==> config.mk <==
export PLATFORM = sky130hd
export DESIGN_NAME = vga_timing_generator
export DESIGN_NICKNAME = d
export VERILOG_FILES = /design/src/rtl/vga_timing_generator.sv
export SDC_FILE = /design/constraint.sdc
export NUM_CORES = 1
export LEC_CHECK = 0
export BUFFER_PORTS_ARGS = -buffer_cell sky130_fd_sc_hd__buf_2
export CAP_MARGIN = 15
export CORE_ASPECT_RATIO = 2
export CORE_MARGIN = 8
export CORE_UTILIZATION = 45
export DETAILED_ROUTE_END_ITERATION = 8
export PLACE_DENSITY = 0.76
export SYNTH_ARGS = -nofsm -noshare
export SYNTH_HDL_FRONTEND = slang
export SYNTH_SLANG_ARGS = --single-unit
==> constraint.sdc <==
create_clock -name clock -period 5 [get_ports clock]
set_input_delay 0.75 -clock clock [delete_from_list [all_inputs] [get_ports clock]]
set_output_delay 0.75 -clock clock [all_outputs]
set_load 0.1 [all_outputs]
==> src/rtl/vga_timing_generator.sv <==
// vga_timing_generator
//
// Pixel-rate timing for the VGA path, running entirely on the board clock.
// A divider produces a one-clock pixel enable every CLK_DIV clocks; on each
// enable the (h, v) position advances. All outputs are registered decodes of
// the new position, so they change only on pixel boundaries.
//
// Line layout: sync, back porch, active, front porch (frame layout is the same).
//
// Ports:
//   clock        board clock
//   reset_n      asynchronous active-low reset
//   pix_en       one-clock strobe in the first clock of each pixel period
//   h_sync       horizontal sync, active-low
//   v_sync       vertical sync, active-low
//   blank_n      high inside the visible area
//   sync_n       DAC composite sync, tied low
//   pixel_x      visible column, 0 outside the visible area
//   pixel_y      visible row, 0 outside the visible area
//   line_start   high for the pixel period at h=0 (not for the post-reset line)
//   frame_start  high for the pixel period at (0,0) reached by wrapping
//   frame_count  frames started since reset (mod 256)
//
// Optional feature: define VGA_FRAME_COUNTER_EN to build the frame counter;
// otherwise frame_count is tied to 0.

module vga_timing_generator #(
    parameter int unsigned CLK_DIV  = 2,
    parameter int unsigned H_ACTIVE = 640,
    parameter int unsigned H_FP     = 16,
    parameter int unsigned H_SYNC   = 96,
    parameter int unsigned H_BP     = 48,
    parameter int unsigned V_ACTIVE = 480,
    parameter int unsigned V_FP     = 10,
    parameter int unsigned V_SYNC   = 2,
    parameter int unsigned V_BP     = 33
) (
    input  logic       clock,
    input  logic       reset_n,
    output logic       pix_en,
    output logic       h_sync,
    output logic       v_sync,
    output logic       blank_n,
    output logic       sync_n,
    output logic [9:0] pixel_x,
    output logic [9:0] pixel_y,
    output logic       line_start,
    output logic       frame_start,
    output logic [7:0] frame_count
);

    localparam int unsigned H_TOTAL = H_SYNC + H_BP + H_ACTIVE + H_FP;
    localparam int unsigned V_TOTAL = V_SYNC + V_BP + V_ACTIVE + V_FP;

    localparam logic [9:0] H_LAST      = 10'(H_TOTAL - 1);
    localparam logic [9:0] H_SYNC_END  = 10'(H_SYNC);
    localparam logic [9:0] H_VIS_START = 10'(H_SYNC + H_BP);
    localparam logic [9:0] H_VIS_END   = 10'(H_SYNC + H_BP + H_ACTIVE);
    localparam logic [9:0] V_LAST      = 10'(V_TOTAL - 1);
    localparam logic [9:0] V_SYNC_END  = 10'(V_SYNC);
    localparam logic [9:0] V_VIS_START = 10'(V_SYNC + V_BP);
    localparam logic [9:0] V_VIS_END   = 10'(V_SYNC + V_BP + V_ACTIVE);

    localparam int unsigned DIV_W = (CLK_DIV > 1) ? $clog2(CLK_DIV) : 1;
    localparam logic [DIV_W-1:0] DIV_LAST = DIV_W'(CLK_DIV - 1);

    logic [DIV_W-1:0] div_q, div_d;
    logic             tick;
    logic [9:0]       h_q, h_d, v_q, v_d;
    logic             vis_d;

    logic       pix_en_q, h_sync_q, v_sync_q, blank_n_q;
    logic [9:0] pixel_x_q, pixel_y_q;
    logic       line_start_q, frame_start_q, frame_start_d;

    // The position advances on the same edge that raises pix_en, so pix_en
    // marks the first clock of every new pixel period.
    assign tick  = (div_q == DIV_LAST);
    assign div_d = tick ? '0 : div_q + DIV_W'(1);

    always_comb begin
        h_d = h_q + 10'd1;
        v_d = v_q;
        if (h_q == H_LAST) begin
            h_d = '0;
            v_d = (v_q == V_LAST) ? '0 : v_q + 10'd1;
        end
        vis_d = (h_d >= H_VIS_START) && (h_d < H_VIS_END) &&
                (v_d >= V_VIS_START) && (v_d < V_VIS_END);
        // h_d is only 0 via a wrap, so the post-reset line never pulses.
        frame_start_d = (h_d == '0) && (v_d == '0);
    end

    always_ff @(posedge clock or negedge reset_n) begin
        if (!reset_n) begin
            div_q         <= '0;
            pix_en_q      <= 1'b0;
            h_q           <= '0;
            v_q           <= '0;
            h_sync_q      <= 1'b0;
            v_sync_q      <= 1'b0;
            blank_n_q     <= 1'b0;
            pixel_x_q     <= '0;
            pixel_y_q     <= '0;
            line_start_q  <= 1'b0;
            frame_start_q <= 1'b0;
        end else begin
            div_q    <= div_d;
            pix_en_q <= tick;
            if (tick) begin
                h_q           <= h_d;
                v_q           <= v_d;
                h_sync_q      <= (h_d >= H_SYNC_END);
                v_sync_q      <= (v_d >= V_SYNC_END);
                blank_n_q     <= vis_d;
                pixel_x_q     <= vis_d ? h_d - H_VIS_START : '0;
                pixel_y_q     <= vis_d ? v_d - V_VIS_START : '0;
                line_start_q  <= (h_d == '0);
                frame_start_q <= frame_start_d;
            end
        end
    end

`ifdef VGA_FRAME_COUNTER_EN
    logic [7:0] frame_count_q;

    // Counts on the edge that raises frame_start, so the new value is
    // visible alongside the pulse.
    always_ff @(posedge clock or negedge reset_n) begin
        if (!reset_n) begin
            frame_count_q <= '0;
        end else if (tick && frame_start_d) begin
            frame_count_q <= frame_count_q + 8'd1;
        end
    end

    assign frame_count = frame_count_q;
`else
    assign frame_count = '0;
`endif

    assign pix_en      = pix_en_q;
    assign h_sync      = h_sync_q;
    assign v_sync      = v_sync_q;
    assign blank_n     = blank_n_q;
    assign sync_n      = 1'b0;
    assign pixel_x     = pixel_x_q;
    assign pixel_y     = pixel_y_q;
    assign line_start  = line_start_q;
    assign frame_start = frame_start_q;

endmodule

# ---- Word level (Yosys, flattened, before mapping)
# Cells that the tools add are included.
dict set report word_totals {
  regBits 47
  inputBits 2
  out_inout_bits 35
  wordCells 36
}
dict set report classes {
  n_addsub 5
  magnitude_cmp 6
  n_eq_ne 2
  n_mux 6
  n_reduce_logical 6
}
# op n
set op_table {}
lappend op_table {{10-bit 2-to-1 mux} 5}
lappend op_table {{10-bit by 1-bit adder with 10-bit output (second input constant)} 2}
lappend op_table {{10-bit == test (second input constant)} 2}
lappend op_table {{10-bit logical NOT} 2}
lappend op_table {{10-bit less-than comparator (second input constant)} 2}
lappend op_table {{10-bit by 2-bit >= comparator with 1-bit output (second input constant)} 1}
lappend op_table {{10-bit by 6-bit >= comparator with 1-bit output (second input constant)} 1}
lappend op_table {{10-bit by 7-bit >= comparator with 1-bit output (second input constant)} 1}
lappend op_table {{10-bit by 8-bit >= comparator with 1-bit output (second input constant)} 1}
lappend op_table {{10-bit by 6-bit subtractor with 10-bit output (second input constant)} 1}
lappend op_table {{10-bit by 8-bit subtractor with 10-bit output (second input constant)} 1}
lappend op_table {{1-bit logical AND} 4}
lappend op_table {{1-bit adder (second input constant)} 1}
lappend op_table {{1-bit 2-to-1 mux} 1}

# ---- Longest topological paths before layout
# Gate-level depths: netlist of the first run.
dict set report logic_depth {
  word_depth 7
  depth_mapped 14
  mapped_depth_nobuf 12
}

# ---- Worst setup path after synthesis of the first run
# Ideal clock, no wire load.
dict set report synth_path {
  kind {reg-to-reg}
  from {register h_q[0]}
  to {register pixel_x_q[3], in the netlist pixel_x[3]}
  t_arrival_ns 3.283
  slack_ns 1.621
  stages_incl_launch_ff 14
  cell_sequence {dfrtp_1 ha_1 nand4_1 or3_4 buf_6 nand2_1 a21boi_0 inv_1 ha_1 nor4_4 a31o_1 nand3_2 buf_6 o32ai_2}
}
# item line
set synth_lines {}
lappend synth_lines {{start: declaration} 69} ;# logic [9:0] h_q, h_d, v_q, v_d;
lappend synth_lines {{start signal: assignment} 98} ;# h_q <= '0;
lappend synth_lines {{start signal: assignment} 111} ;# h_q <= h_d;
lappend synth_lines {{10-bit == test (*)} 84} ;# if (h_q == H_LAST) begin
lappend synth_lines {{10-bit 2-to-1 mux (*)} 84}
lappend synth_lines {{named net v_d[0]} 69}
lappend synth_lines {{10-bit by 6-bit >= comparator with 1-bit output} 89} ;# (v_d >= V_VIS_START) && (v_d < V_VIS_END);
lappend synth_lines {{1-bit logical AND} 88} ;# vis_d = (h_d >= H_VIS_START) && (h_d < H_VIS_END) &&
lappend synth_lines {{1-bit logical AND (*)} 89}
lappend synth_lines {{10-bit 2-to-1 mux (*)} 116} ;# pixel_x_q <= vis_d ? h_d - H_VIS_START : '0;
lappend synth_lines {{end signal: assignment} 116}
lappend synth_lines {{end: declaration} 73} ;# logic [9:0] pixel_x_q, pixel_y_q;
# The timed path passes the listed nets; every way through them passes the cells marked *.
# A chain may end at the register's enable or synchronous reset.

# ---- Worst setup path in the final report of the first run
dict set report layout_path {
  from {register h_q[0]}
  to {register pixel_y_q[8], in the netlist pixel_y[8]}
}
# item line
set layout_lines {}
lappend layout_lines {{10-bit == test (*)} 84}
lappend layout_lines {{10-bit 2-to-1 mux (*)} 84}
lappend layout_lines {{named net v_d[0]} 69}
lappend layout_lines {{10-bit by 6-bit >= comparator with 1-bit output} 89}
lappend layout_lines {{1-bit logical AND} 88}
lappend layout_lines {{1-bit logical AND} 89}
lappend layout_lines {{10-bit 2-to-1 mux (*)} 117} ;# pixel_y_q <= vis_d ? v_d - V_VIS_START : '0;
lappend layout_lines {{end signal: assignment} 117}
lappend layout_lines {{end: declaration} 73}
# Marks and branches as above.

==> results.sh, run 1 <==
export IMPL_tns_ps=0
export IMPL_crit_path_end_kind="flop"
export IMPL_grt_use_total=0.1491
export IMPL_worst_path_buf_inv=1
export IMPL_die_y_um=129.6
export IMPL_run_status="finished, final reports clean"
export IMPL_critPathMaxFanout=21
export IMPL_initial_utilization=0.4636
export IMPL_p_sw_mw=0.1992
export IMPL_via_count=2303
export IMPL_final_setup_skew_ps=6.715
export IMPL_crit_top_cell="ha_1"
export IMPL_via_per_inst=5.645
export IMPL_r2r_start="h_q[0]"
export IMPL_finalPower_mw=0.7718
export IMPL_drtAntennaViolNets=0
export IMPL_pwr_share_comb=0.050
export IMPL_syn_avg_cell_area_um2=9.576
export IMPL_swShare=0.2581
export IMPL_internal_power_mw=0.5726
export IMPL_ctsHoldBuffers=0
export IMPL_grt_antenna_before_repair=0
export IMPL_multi_input_area_mm2=0.001521
export IMPL_cts_sink_count=47
export IMPL_tightest_slew_ps=763.3
export IMPL_grt_overflow=0
export IMPL_cp_arrival_ps=4150
export IMPL_wl_um=6469
export IMPL_postCtsSetupBuffers=0
export IMPL_synth_cells=303
export IMPL_cts_htree_levels=2
export IMPL_rsz0062_at_grt="false"
export IMPL_maxSlewViolCount=0
export IMPL_clkSlewWorstSetupHoldPaths_ps=70
export IMPL_max_stage_delay_ps=560
export IMPL_drt_iter0_drc=90
export IMPL_numCtsBuffers=5
export IMPL_critPathKind="flop to flop"
export IMPL_seqPwrFrac=0.492
export IMPL_finalWorstSetupSlack_ps=1042
export IMPL_crit_chain="ha_1 > nand4_1 > or3_4 > nand2_1 > a21boi_0 > inv_1 > ha_1 > nor4_4 > a31o_1 > nand3_2 > o32ai_1"
export IMPL_slowest_stage="or3_4"
export IMPL_synth_ff_type="dfrtp_1"
export IMPL_post_cts_resized=0
export IMPL_ys_seq_elements=47
export IMPL_drive_gt1_frac=0.1708
export IMPL_antennaDiodeCount=0
export IMPL_syn_area_mm2=0.002902
export IMPL_cts_tree="built"
export IMPL_p_leak_nw=1.470
export IMPL_cts_root_buf="clkbuf_16"
export IMPL_synth_edf_count=0
export IMPL_grt_pass1_vias=2389
export IMPL_drc=0
export IMPL_fillers=591
export IMPL_hpwl_um=4767
export IMPL_critPathTopFamily="simple AND/OR/NAND/NOR gates"
export IMPL_die_x_um=72.78
export IMPL_seq_area_mm2=0.001176
export IMPL_power_share_clock=0.458
export IMPL_post_place_ws_ps=1033
export IMPL_cp_required_ps=5200
export IMPL_core_area_mm2=0.006259
export IMPL_peakVddDrop_v=0.0002400
export IMPL_areaGrowthSynthToFinish_pct=10.26
export IMPL_yosysSeqAreaShare=0.4053
export IMPL_async_flop_share=1.000
export IMPL_final_nets=333
export IMPL_relSlewSlack=0.4858
export IMPL_post_drt_wl_per_cell_um=15.86
export IMPL_die_area_mm2=0.009429
export IMPL_yosysWarnings=0
export IMPL_fin_crit_ps=3958
export IMPL_clkLatencyLatePin_ps=300
export IMPL_finalHoldViolations=0
export IMPL_grt_max_degree=48
export IMPL_first_pass_iters=4
export IMPL_clk_path_buf_depth=2
export IMPL_yosysUniqueCellTypes=63
export IMPL_max_cap_violations=0
export IMPL_grt_pass1_wl_um=11140
export IMPL_routabilityCongestion=0.8822
export IMPL_worst_hold_path_type="input pin to asynchronous set/reset pin"
export IMPL_io_pins=37
export IMPL_crit_start="h_q[0]"
export IMPL_num_rows=41
export IMPL_final_util=0.5112
export IMPL_period_share=0.7916
export IMPL_io_buffers=27
export IMPL_crit_path_start_kind="flop"
export IMPL_p_per_area_mw_per_mm2=241.2
export IMPL_final_setup_viol_count=0
export IMPL_max_freq_mhz=252.7
==> placed cells by master, fill, tap and decap left out, drive strengths merged, types with 3 or more instances in the layout <==
master	Yosys	layout
a21o	3	3
a21oi	18	18
and3	3	3
buf	20	31
clkbuf	8	5
conb	1	9
dfrtp	47	47
ha	10	10
inv	16	18
mux2i	3	3
nand2	21	21
nand3	15	15
nand3b	3	3
nand4	3	3
nor2	18	18
nor3	11	11
nor4	5	5
o211ai	4	4
o21a	3	3
o21ai	15	15
o2bb2ai	17	17
o32ai	3	3
xnor2	16	16
xor2	5	5
==> cells in the mapped netlist, drive strengths merged (3+ instances only) <==
cell	count	area [µm²]
a21o	3	22.52
a21oi	18	90.09
and3	3	18.77
buf	20	140.1
clkbuf	8	30.03
dfrtp	47	1176
ha	10	125.1
inv	16	60.06
mux2i	3	30.03
nand2	21	78.83
nand3	15	80.08
nand3b	3	22.52
nand4	3	18.77
nor2	18	67.56
nor3	11	71.32
nor4	5	52.55
o211ai	4	35.03
o21a	3	22.52
o21ai	15	75.07
o2bb2ai	17	148.9
o32ai	3	41.29
xnor2	16	147.7
xor2	5	43.79
==> area by class of cell <==
class                      count  area share
multi-input combinational    219      0.4756
sequential                    47      0.3676
timing repair buffer          31     0.05553
clock buffer                   5     0.03911
tap                           86     0.03363
inverter                      17     0.01995
clock inverter                 3    0.008604
==> routing by layer <==
metal | vias up | share of wire | global-route usage
met5 | - | 0 | 0
met2 | 64 | 0.53 | 0.2598
li1 | 1102 | - | -
met4 | 0 | 0.034 | 0.09501
met3 | 18 | 0.039 | 0.02554
met1 | 1119 | 0.40 | 0.1594
==> sequential cells by signal (all words and copies together) (netlist names) <==
name,flops
pix_en,1
h_q,10
blank_n,1
line_start,1
h_sync,1
v_sync,1
v_q,10
pixel_x,10
div_q,1
frame_start,1
pixel_y,10
==> worst reg2reg max path, cell delays in order, from the launching register on <==
cell and delay (ps):
dfrtp_1 460, ha_1 310, nand4_1 300, or3_4 560
nand2_1 90, a21boi_0 400, inv_1 110, ha_1 280
nor4_4 400, a31o_1 210, nand3_2 340, o32ai_1 390
==> power by group through the flow <==
stage          clock network, mW  logic (mW)  registers (mW)
6_report                   0.353      0.0385           0.380
3_5_place_dp                   0      0.0370           0.387
5_1_grt                    0.373      0.0411           0.380
3_3_place_gp                   0      0.0368           0.387
4_1_cts                    0.360      0.0370           0.380
2_1_floorplan                  0      0.0347           0.387
==> cell families after synthesis <==
| family | synth area share |
|---|---|
| other | 0.001292 |
| buffers and inverters | 0.08063 |
| AND/OR/NAND/NOR | 0.1734 |
| XOR/XNOR | 0.06598 |
| multiplexers | 0.01811 |
| AO/OA/AOI/OAI | 0.2122 |
| flip-flops | 0.4053 |
| adder cells (fa/ha/maj) | 0.04312 |
==> path summary, 6_finish.rpt <==
check / to / slack, ps / cells after the start
worst max-delay path: pixel_y[8] / 1040 / 11
worst min-delay path: h_q[3] / 340 / 1
worst min register to register: pixel_x[2] / 480 / 1
max in group asynchronous: pixel_y[8] / 4180 / 2
min in group clock: pixel_x[2] / 480 / 1
worst max register to register: pixel_y[8] / 1040 / 11
==> metrics by stage <==
| stage | std cells | cell area, µm² | hold slack (ps) |
|---|---|---|---|
| floorplan | 311 | 2932 | 371.9 |
| global placement | 399 | 3027 | 461.7 |
| detailed placement | 399 | 3027 | 468.2 |
| CTS | 407 | 3179 | 486.6 |
| global route | 408 | 3199 | 366.7 |
| finish | 408 | 3199 | 342.1 |
(Power assumes the default switching activity.)
==> run 2: changes to the inputs <==
ABC_AREA = 1   (was default)
PLACE_DENSITY = 0.78   (was 0.76)
clock period = 3.25 ns   (was 5 ns; I/O delays follow)
==> run 2 against run 1 <==
  * Sequential cell count is the same
  * Global-route usage grew 0.65 points
  * Sequential power grew 54%
  * Maximum frequency grew 42%
  * Worst hold slack lost 190 ps
  * Design area grew 8.2%
  * Sequential share of layout area shrank 2.8 points
  * Clock power grew 50%
  * Combinational power grew 55%
==> results.sh, run 2 <==
export IMPL_grt_antenna_before_repair=0
export IMPL_worst_hold_path_type="input pin to asynchronous set/reset pin"
export IMPL_routabilityCongestion=0.9235
export IMPL_syn_avg_cell_area_um2=6.898
export IMPL_max_stage_delay_ps=410
export IMPL_cts_sink_count=47
export IMPL_yosysTopAreaCell="dfrtp_1"
export IMPL_critPathMaxFanout=20
export IMPL_layout_cells_non_filler=568
export IMPL_fin_crit_ps=2779
export IMPL_first_pass_iters=5
export IMPL_worst_path_buf_inv=0
export IMPL_yosys_top_cells_count="158 x nand2_1, 55 x nand3_1, 47 x dfrtp_1"
export IMPL_run_status="finished, final reports clean"
export IMPL_grt_max_degree=48
export IMPL_hpwl_um=5418
export IMPL_final_common_cell="nand2_1"
export IMPL_synth_top_area_frac=0.3755
export IMPL_drtAntennaViolNets=0
export IMPL_crit_chain="ha_1 > nand2_2 > nor2_8 > nand3_4 > nand3_1 > ha_1 > nand3_1 > nor2_1 > nand2_1 > nor2_1 > nor2_1 > nor2_4 > nand2_2 > nor2_4 > nand3_1 > nand2_1"
export IMPL_yosysMostFrequentCell="nand2_1"
export IMPL_areaGrowthSynthToFinish_pct=10.51
export IMPL_slowest_stage="dfrtp_1"
export IMPL_synth_area_leaders="dfrtp_1 38%, nand2_1 19%, nand3_1 8.8%, inv_1 5.5%, o21ai_0 5.0%"
export IMPL_core_area_mm2=0.006833
export IMPL_peakVddDrop_v=0.0002792
export IMPL_grt_overflow=0
export IMPL_synth_cells=454
export IMPL_grt_use_total=0.1556
export IMPL_clk_path_buf_depth=2
export IMPL_num_rows=43
export IMPL_ctsHoldBuffers=0
export IMPL_drt_iter0_drc=247
export IMPL_tightest_slew_ps=876.9
export IMPL_cts_tree="built"
export IMPL_crit_path_end_kind="flop"
export IMPL_yosysUniqueCellTypes=30
export IMPL_tns_ps=0
export IMPL_final_nets=489
export IMPL_final_cell_area_mm2=0.003461
export IMPL_via_per_inst=5.239
export IMPL_postCtsSetupBuffers=0
export IMPL_max_freq_mhz=359.8
export IMPL_cts_root_buf="clkbuf_16"
export IMPL_final_util=0.5065
export IMPL_syn_area_mm2=0.003132
export IMPL_yosysSeqAreaShare=0.3755
export IMPL_drc=0
export IMPL_die_y_um=134.0
export IMPL_clkLatencyLatePin_ps=290
export IMPL_synth_edf_count=0
export IMPL_cp_arrival_ps=3000
export IMPL_post_cts_resized=0
export IMPL_dp_cells=559
export IMPL_p_per_area_mw_per_mm2=339.3
export IMPL_maxSlewViolCount=0
export IMPL_rsz0062_at_grt="false"
export IMPL_ys_seq_elements=47
export IMPL_finalPower_mw=1.174
export IMPL_post_drt_wl_per_cell_um=12.92
export IMPL_wl_um=7340
export IMPL_post_place_ws_ps=473.5
export IMPL_clkSlewWorstSetupHoldPaths_ps=60
export IMPL_period_share=0.8551
export IMPL_io_buffers=27
export IMPL_mostFrequentLayoutCells="158 x nand2_1, 55 x nand3_1, 47 x dfrtp_1"
export IMPL_grt_pass1_wl_um=12700
export IMPL_numCtsBuffers=5
export IMPL_io_pins=37
export IMPL_via_count=2976
export IMPL_yosysWarnings=0
export IMPL_crit_path_start_kind="flop"
export IMPL_die_x_um=74.99
export IMPL_async_flop_share=1.000
export IMPL_placed_cell_area_mm2=0.003288
export IMPL_synth_ff_type="dfrtp_1"
export IMPL_grt_pass1_vias=2791
export IMPL_max_cap_violations=0
export IMPL_antennaDiodeCount=0
export IMPL_critPathTopFamily="simple AND/OR/NAND/NOR gates"
export IMPL_p_leak_nw=1.969
export IMPL_finalWorstSetupSlack_ps=470.8
export IMPL_relSlewSlack=0.4148
export IMPL_critPathKind="flop to flop"
export IMPL_finalHoldViolations=0
export IMPL_initial_utilization=0.4583
export IMPL_timing_hold_ws_ps=151.0
export IMPL_die_area_mm2=0.01005
export IMPL_final_setup_viol_count=0
export IMPL_drive_gt1_frac=0.1109
export IMPL_cts_htree_levels=2
export IMPL_final_setup_skew_ps=3.863
export IMPL_cp_required_ps=3480
[run 2: cell type report]
| type | instances | area (µm²) |
|---|---|---|
| multi-input cells | 343 | 1654 |
| fillers | 670 | 3372 |
| well taps | 90 | 112.6 |
| clock inverters | 2 | 13.76 |
| repair buffers | 32 | 185.2 |
| flip-flops and latches | 47 | 1176 |
| inverters | 48 | 180.2 |
| clock buffers | 6 | 138.9 |
[run 2: metal layers]
layer	global-route usage	part of all wire	up-vias
li1	-	-	1475
met1	0.1829	0.40	1368
met2	0.2558	0.51	111
met3	0.02842	0.056	22
met4	0.07802	0.034	0
met5	0	0	-
[run 2: final timing paths]
| kind | startpoint | to | slack [ps] | cells past startpoint |
|---|---|---|---|---|
| setup reg to reg | h_q[0] | pixel_x[8] | 470 | 16 |
| min in group clock | pixel_x[7] | pixel_x[7] | 470 | 2 |
| hold / removal | reset_n | v_q[8] | 150 | 1 |
| max in group asynchronous | reset_n | pixel_y[1] | 2590 | 2 |
| hold reg to reg | pixel_x[7] | pixel_x[7] | 470 | 2 |
| setup / recovery | h_q[0] | pixel_x[8] | 470 | 16 |
[run 2: cell families (layout without fill, tap and decap cells)]
logic type / count (synthesis) / in the layout / synth area share
other: 1 / 9 / 0.001197
adder cells (fa/ha/maj): 10 / 10 / 0.03995
XOR/XNOR: 7 / 7 / 0.01958
AO/OA/AOI/OAI: 41 / 41 / 0.07552
AND/OR/NAND/NOR: 276 / 276 / 0.3823
flip-flops: 47 / 47 / 0.3755
buffers and inverters: 72 / 88 / 0.1059
[run 2: power by group]
| group | switching (mW) | internal (mW) | leakage [nW] | total (mW) |
|---|---|---|---|---|
| Clock | 0.222 | 0.308 | 0.0772 | 0.530 |
| Combinational | 0.0567 | 0.00283 | 1.25 | 0.0595 |
| Sequential | 0 | 0.585 | 0.643 | 0.585 |
==> run 3: changes to the inputs <==
CELL_PAD_IN_SITES_DETAIL_PLACEMENT = 1   (was default)
CELL_PAD_IN_SITES_GLOBAL_PLACEMENT = 1   (was default)
CORE_UTILIZATION = 38   (was 45)
PLACE_DENSITY = 0.87   (was 0.78)
==> run 3 against run 2 <==
  * First-iteration DRC count decreased by 44%
  * Global-route usage increased by 0.81 points
  * Register-to-register slack got worse by 110 ps
  * Critical endpoint is now pixel_y[0]
==> results.sh, run 3 (synthesized netlist as in run 2, its figures left out) <==
export IMPL_finalHoldViolations=0
export IMPL_grt_max_degree=48
export IMPL_layout_cells_non_filler=578
export IMPL_peakVddDrop_v=0.0001778
export IMPL_num_rows=47
export IMPL_worst_hold_path_type="input pin to asynchronous set/reset pin"
export IMPL_cts_htree_levels=2
export IMPL_timing_hold_ws_ps=25.99
export IMPL_postCtsSetupBuffers=0
export IMPL_cp_arrival_ps=3120
export IMPL_topRoutingLayerUsed="met4"
export IMPL_fillers=1093
export IMPL_wl_um=8920
export IMPL_cts_root_buf="clkbuf_16"
export IMPL_p_sw_mw=0.2820
export IMPL_post_drt_wl_per_cell_um=15.43
export IMPL_crit_path_start_kind="flop"
export IMPL_via_count=2972
export IMPL_via_per_inst=5.142
export IMPL_drtAntennaViolNets=0
export IMPL_r2r_cells=16
export IMPL_clkLatencyLatePin_ps=290
export IMPL_cts_sink_count=47
export IMPL_cp_required_ps=3480
export IMPL_max_cap_violations=0
export IMPL_internal_power_mw=0.9151
export IMPL_grt_use_total=0.1636
export IMPL_die_area_mm2=0.01158
export IMPL_r2r_setup_slack_ps=360
export IMPL_initial_utilization=0.3859
export IMPL_final_nets=491
export IMPL_placed_cell_area_mm2=0.003313
export IMPL_seqPwrFrac=0.489
export IMPL_dp_cells=569
export IMPL_maxSlewViolCount=0
export IMPL_pwr_share_comb=0.050
export IMPL_power_share_clock=0.461
export IMPL_r2r_start="h_q[0]"
export IMPL_tightest_slew_ps=678.0
export IMPL_met3_length_um=317
export IMPL_drt_iter0_drc=138
export IMPL_fin_crit_ps=2894
export IMPL_drive_gt1_frac=0.1146
export IMPL_antennaDiodeCount=0
export IMPL_ctsHoldBuffers=0
export IMPL_relSlewSlack=0.5480
export IMPL_core_area_mm2=0.008115
export IMPL_grt_overflow=0
export IMPL_mostFrequentLayoutCells="158 x nand2_1, 55 x nand3_1, 47 x dfrtp_1"
export IMPL_routabilityCongestion=0.8800
export IMPL_max_freq_mhz=345.5
export IMPL_first_pass_iters=4
export IMPL_critPathKind="flop to flop"
export IMPL_p_leak_nw=1.976
export IMPL_rsz0062_at_grt="false"
export IMPL_run_status="finished, final reports clean"
export IMPL_clkSlewWorstSetupHoldPaths_ps=60
export IMPL_final_setup_skew_ps=4.540
export IMPL_final_cell_area_mm2=0.003493
export IMPL_die_y_um=144.4
export IMPL_multi_input_area_mm2=0.001654
export IMPL_wl_met1_um=3691
export IMPL_p_per_area_mw_per_mm2=342.7
export IMPL_period_share=0.8905
export IMPL_die_x_um=80.19
export IMPL_wl_met2_um=4764
export IMPL_swShare=0.2356
export IMPL_seq_area_mm2=0.001176
export IMPL_final_common_cell="nand2_1"
export IMPL_hpwl_um=6872
export IMPL_numCtsBuffers=5
export IMPL_final_setup_viol_count=0
export IMPL_r2r_end="pixel_y[0]"
export IMPL_grt_antenna_before_repair=0
export IMPL_crit_path_end_kind="flop"
export IMPL_cts_tree="built"
export IMPL_clk_path_buf_depth=2
export IMPL_areaGrowthSynthToFinish_pct=11.55
export IMPL_grt_pass1_vias=3184
export IMPL_tns_ps=0
export IMPL_io_buffers=27
export IMPL_grt_pass1_wl_um=15110
export IMPL_io_pins=37
export IMPL_drc=0
export IMPL_post_cts_resized=0
export IMPL_critPathMaxFanout=20
run 3: layout make-up:
type,instances,area share
clock buffers,7,0.04370
clock inverters,1,0.002149
inverters,48,0.05158
multi-input cells,343,0.4735
flip-flops and latches,47,0.3367
well taps,98,0.03510
repair buffers,34,0.05731
run 3: power groups by stage:
stage / Sequential, mW / Combinational, mW / Clock (mW)
after CTS: 0.585 / 0.0576 / 0.566
after detailed placement: 0.596 / 0.0576 / 0
after global routing: 0.584 / 0.0634 / 0.586
final: 0.585 / 0.0601 / 0.552
after floorplan: 0.596 / 0.0534 / 0
after global placement: 0.596 / 0.0574 / 0
run 3: critical path, stage by stage, from the launching register on:
cell and delay [ps]:
dfrtp_1 410, ha_1 230, nand2_2 110, nor2_8 190, nand3_4 270, nand3_1 310
ha_1 200, nand3_1 70, nor2_1 90, nand2_1 50, nor2_1 90, nor2_1 70
nor2_4 90, nand2_2 70, nor2_4 300, nand3_1 160, nand2_1 100
run 3: worst max path at each step:
stage	start	to	slack, ps	cells after the start
after floorplan	h_q[0]	pixel_x[6]	730	18
after global placement	h_q[0]	pixel_y[4]	490	16
after detailed placement	h_q[0]	pixel_y[4]	400	16
after CTS	h_q[0]	pixel_y[0]	340	16
after global routing	h_q[0]	pixel_y[0]	90	16
final	h_q[0]	pixel_y[0]	360	16
run 3: stage by stage:
stage,setup WS (ps),power (mW),util
2_1_floorplan,730.6,0.6494,-
3_3_place_gp,485.5,0.6533,0.4083
3_5_place_dp,402.4,0.6535,0.4083
4_1_cts,338.3,1.208,0.4280
5_1_grt,91.14,1.234,0.4305
6_report,355.8,1.197,0.4305
run 3: layer usage:
metal | up-vias | GRT usage
li1 | 1478 | -
met1 | 1433 | 0.1854
met2 | 51 | 0.2951
met3 | 10 | 0.02802
met4 | 0 | 0.05405
met5 | - | 0
